===== src/rtl/cmd_frame_rcv.sv =====
// Command frame receiver: SOF, cmd, data hi, data lo, checksum.
// Bytes come from a UART receiver with a rdy/clr_rdy handshake; a frame
// is valid when cmd+hi+lo+chk wraps to 8'hFF. A stalled frame is
// abandoned after TIMEOUT_CLKS cycles without a new byte.
module cmd_frame_rcv #(
   parameter int         TIMEOUT_CLKS = 1000000,
   parameter logic [7:0] SOF_BYTE     = 8'hA5
) (
   input  logic        clk,
   input  logic        rst,
   input  logic [7:0]  rx_data,
   input  logic        rdy,
   output logic        clr_rdy,
   output logic [7:0]  cmd,
   output logic [15:0] data,
   output logic        cmd_rdy,
   input  logic        clr_cmd_rdy,
   output logic        frm_err
);

   localparam int CW = $clog2(TIMEOUT_CLKS) + 1;

   typedef enum logic [2:0] {IDLE, CMD, DHI, DLO, CHK} state_t;

   state_t          state, state_nxt;
   logic            accept;
   logic            to_hit;
   logic            load;
   logic            err_nxt;
   logic [CW-1:0]   to_cnt;
   logic [7:0]      sh_cmd, sh_hi, sh_lo;
   logic [7:0]      sum;

   // clr_rdy is high the cycle after an acceptance, so the same rdy
   // level is never taken twice.
   assign accept = rdy & ~clr_rdy;
   assign sum    = sh_cmd + sh_hi + sh_lo + rx_data;
   // A byte arriving on the terminal count wins over the timeout.
   assign to_hit = (state != IDLE) && (to_cnt == CW'(TIMEOUT_CLKS - 1)) && !accept;

   // State register
   always_ff @(posedge clk) begin
      if (rst) state <= IDLE;
      else     state <= state_nxt;
   end

   // Next state, frame load strobe and abort strobe
   always_comb begin
      state_nxt = state;
      load      = 1'b0;
      err_nxt   = 1'b0;
      case (state)
         IDLE: if (accept && rx_data == SOF_BYTE) state_nxt = CMD;
         CMD: begin
            if (accept)      state_nxt = DHI;
            else if (to_hit) begin state_nxt = IDLE; err_nxt = 1'b1; end
         end
         DHI: begin
            if (accept)      state_nxt = DLO;
            else if (to_hit) begin state_nxt = IDLE; err_nxt = 1'b1; end
         end
         DLO: begin
            if (accept)      state_nxt = CHK;
            else if (to_hit) begin state_nxt = IDLE; err_nxt = 1'b1; end
         end
         CHK: begin
            if (accept) begin
               state_nxt = IDLE;
               if (sum == 8'hFF) load    = 1'b1;
               else              err_nxt = 1'b1;
            end else if (to_hit) begin
               state_nxt = IDLE;
               err_nxt   = 1'b1;
            end
         end
         default: state_nxt = IDLE;
      endcase
   end

   // Byte acknowledge back to the UART receiver
   always_ff @(posedge clk) begin
      if (rst) clr_rdy <= 1'b0;
      else     clr_rdy <= accept;
   end

   // Inter-byte timeout counter; cleared on every byte and while idle,
   // and on the timeout itself so it can never wrap.
   always_ff @(posedge clk) begin
      if (rst || state == IDLE || accept || to_hit) to_cnt <= '0;
      else                                         to_cnt <= to_cnt + CW'(1);
   end

   // Shadow registers keep the outputs stable while a frame arrives
   always_ff @(posedge clk) begin
      if (rst) begin
         sh_cmd <= 8'h00;
         sh_hi  <= 8'h00;
         sh_lo  <= 8'h00;
      end else if (accept) begin
         if (state == CMD) sh_cmd <= rx_data;
         if (state == DHI) sh_hi  <= rx_data;
         if (state == DLO) sh_lo  <= rx_data;
      end
   end

   // Published command; a load in the same cycle as the ack keeps cmd_rdy set
   always_ff @(posedge clk) begin
      if (rst) begin
         cmd     <= 8'h00;
         data    <= 16'h0000;
         cmd_rdy <= 1'b0;
      end else if (load) begin
         cmd     <= sh_cmd;
         data    <= {sh_hi, sh_lo};
         cmd_rdy <= 1'b1;
      end else if (clr_cmd_rdy) begin
         cmd_rdy <= 1'b0;
      end
   end

   // One-cycle abort pulse (bad checksum or timeout)
   always_ff @(posedge clk) begin
      if (rst) frm_err <= 1'b0;
      else     frm_err <= err_nxt;
   end

endmodule

===== config.mk =====
export PLATFORM = sky130hd
export DESIGN_NAME = cmd_frame_rcv
export DESIGN_NICKNAME = d
export VERILOG_FILES = /design/src/rtl/cmd_frame_rcv.sv
export SDC_FILE = /design/constraint.sdc
export NUM_CORES = 1
export LEC_CHECK = 0
export BUFFER_PORTS_ARGS = -buffer_cell sky130_fd_sc_hd__buf_2
export CORE_ASPECT_RATIO = 1.4
export CORE_MARGIN = 1
export CORE_UTILIZATION = 45
export DETAILED_ROUTE_END_ITERATION = 10
export SYNTH_ARGS = -nofsm -noshare
export SYNTH_HDL_FRONTEND = slang
export SYNTH_SLANG_ARGS = --single-unit

===== constraint.sdc =====
create_clock -name clk -period 5.3 [get_ports clk]
set_input_delay 0.265 -clock clk [delete_from_list [all_inputs] [get_ports clk]]
set_output_delay 0.265 -clock clk [all_outputs]
set_load 0.005 [all_outputs]

==> results.ini <==
[floorplanning]
die_h_um=106
die_w_um=75.9
rows=37
core_sq_mm=0.00736
pin_count=39
start_util_pct=46.8
dieArea_sq_mm=0.00801

[routing]
drt-initial-drc-count=65
drtPass1Iterations=4
dr_total_vias=2405
wl_per_cell_um=13.7
wirelength_um=6640
drc=0
vias_per_cell=4.97
ant_nets=0

[layout]
drive_gt1_share_pct=14.2
seq_area_sq_mm=0.00150
diodes=0
area_growth_pct=14.2
final_util_pct=53.4
multi_input_area_sq_mm=0.00182
nFillCells=698
final_nets=417
design_area_sq_mm=0.00393

[timing]
holdWs_ns=0.173
grt_setup_unrepaired=false
setup_viol=0
max_slew_margin_pct=36.1
fin_crit_ns=3.73
worst_slew_pin_slew_ns=0.958
slew_violations=0
clock_skew_ns=0.00957
timing.final.crit_share_pct=70.3
max_freq_mhz=268
tns_ns=0
finalHoldViolCount=0

[synthesis]
seq_area_frac_synth_pct=43.6
synth_top_flop_cell=dfxtp_1
synth_warnings=0
async_reset_ff_share_pct=0
yosysUniqueCellTypes=33
synth_nets=382
synthCells=348
synth_edf_count=0
avgSynthCellArea_sq_um=9.89
synth-seq-cells=75
synthesis.area_sq_mm=0.00344

[grt]
grtUsageTotal_pct=18.5
grt_pass1_wl_um=11200
first_global_vias=2379
grt_max_degree=56
antenna_found_initial=0
grt_overflow=0

[power_and_ir_drop]
peakVddDrop_uv=179
leakagePower_uw=0.00183
power_density_mw_per_mm2=290

[place]
gp_congestion=0.744
placed_area_sq_mm=0.00368
port_buffers=38
hpwl_um=4690

[cts]
htreeDepth=3
cts.reportedPaths.clkPinSlew_ns=0.08
cts-root-buf=clkbuf_8
insertion_delay_ns=0.35
numCtsBuffers=9
clockBufferDepth=2
postCtsSetupRepairBufs=0
numClockSinks=75
cts_tree=built
hold_buffers=0
cts_resized=0

[critical_path]
cp.arrival_ns=3.93
reg2reg_setup_slack_ns=1.57
crit_required_ns=5.51
path_max_fanout=25
crit_path_end_kind=flip-flop
startpoint_type=flip-flop
path_class=flip-flop to flip-flop

[job]
maxCapViolations=0

[run_status]
status=finished, final reports clean

[min_path]
hp-class=primary input to flip-flop

sequential cells by signal, summed over array words and instances (netlist names):
signal / cells
clr_rdy: 1
sh_cmd: 8
sh_lo: 8
frm_err: 1
sh_hi: 8
cmd: 8
to_cnt: 21
data: 16
cmd_rdy: 1
state: 3
layer usage:
metal	GRT usage, %	up-vias	wire length [um]
li1	-	1218	-
met1	19.3	1146	2760
met2	33.6	32	3480
met3	5.11	9	257
met4	9.89	0	145
met5	0	-	0
cells by family (layout without fill, tap and decap cells):
kind of cell / count (synthesis) / in the layout / synth area share [%]
buf+inv: 29 / 68 / 3.67
compound gates: 11 / 11 / 1.71
simple gates: 137 / 137 / 18.7
fa+ha+maj: 22 / 22 / 11.0
xor+xnor: 28 / 28 / 7.92
flops: 75 / 75 / 43.6
mux: 46 / 46 / 13.4
placed cells by master, fill, tap and decap left out, drive strengths merged:
cell type and instances:
xnor3 2, a21oi 9, xnor2 12, nor2b 1, inv 15, nand4b 1, nand2 9, and4 2
clkbuf 11, nor4b 1, mux2i 46, nor4bb 2, nor3 7, buf 38, a21o 1, dfxtp 75
clkinvlp 1, nand2b 3, nand4 5, fa 14, nand3b 1, and2 4, ha 8, xor2 14
bufinv 3, a31oi 1, nor2 83, nor4 3, and3 2, nand3 10, or3 2, nor3b 1
layout make-up:
class                           instances  share of cell area, %
Sequential cell                        75                   38.2
Tap cell                               97                   3.09
Multi-Input combinational cell        244                   46.2
Timing Repair Buffer                   38                   4.83
Inverter                               15                   1.43
Clock inverter                          4                   2.48
Clock buffer                           11                   3.85
where the power goes:
group | switching [uW] | internal (uW)
logic | 22.2 | 11.1
clock network | 206 | 336
registers | 0.319 | 563
total | 229 | 910
worst paths after layout:
kind                     to  depth (start not counted)        start
hold reg to reg   to_cnt[0]                          1    to_cnt[0]
setup / recovery    data[0]                         13    sh_cmd[1]
hold / removal      cmd_rdy                          3  clr_cmd_rdy
setup reg to reg    data[0]                         13    sh_cmd[1]
Yosys cell counts, types with 2 or more instances:
master | number | area [sq um]
nor2_1 | 82 | 308
nand4_1 | 4 | 25.0
ha_1 | 8 | 100
clkbuf_1 | 10 | 37.5
and3_1 | 2 | 12.5
buf_2 | 2 | 10.0
dfxtp_1 | 75 | 1500
buf_6 | 2 | 22.5
xnor2_1 | 12 | 105
and4_1 | 2 | 17.5
and2_1 | 4 | 25.0
nand2b_1 | 3 | 18.8
xor2_1 | 14 | 123
mux2i_1 | 46 | 460
xnor3_1 | 2 | 45.0
a21oi_1 | 9 | 45.0
nor4_1 | 3 | 18.8
nor3_1 | 7 | 35.0
nor4bb_1 | 2 | 20.0
nand2_1 | 9 | 33.8
fa_1 | 14 | 280
inv_1 | 15 | 56.3
or3_1 | 2 | 12.5
nand3_1 | 10 | 50.1
critical path, stage by stage, from the launching register on:
cell and delay, ns:
dfxtp_1 0.35, fa_1 0.51, inv_1 0.05, fa_1 0.44, inv_1 0.07, ha_1 0.16, inv_1 0.05, fa_1 0.39
nand2b_1 0.16, a21oi_1 0.14, xor2_1 0.29, nand4_4 0.54, mux2i_1 0.34, nor2_1 0.05
per-stage QoR:
| step | total power, uW | instances | worst slack, ns |
|---|---|---|---|
| after floorplan | 597 | 348 | 2.12 |
| after global placement | 610 | 469 | 1.53 |
| after detailed placement | 611 | 469 | 1.45 |
| after CTS | 1160 | 484 | 1.55 |
| after global routing | 1190 | 484 | 1.23 |
| final | 1140 | 484 | 1.57 |
No activity file was read; power rests on OpenSTA's default activity.
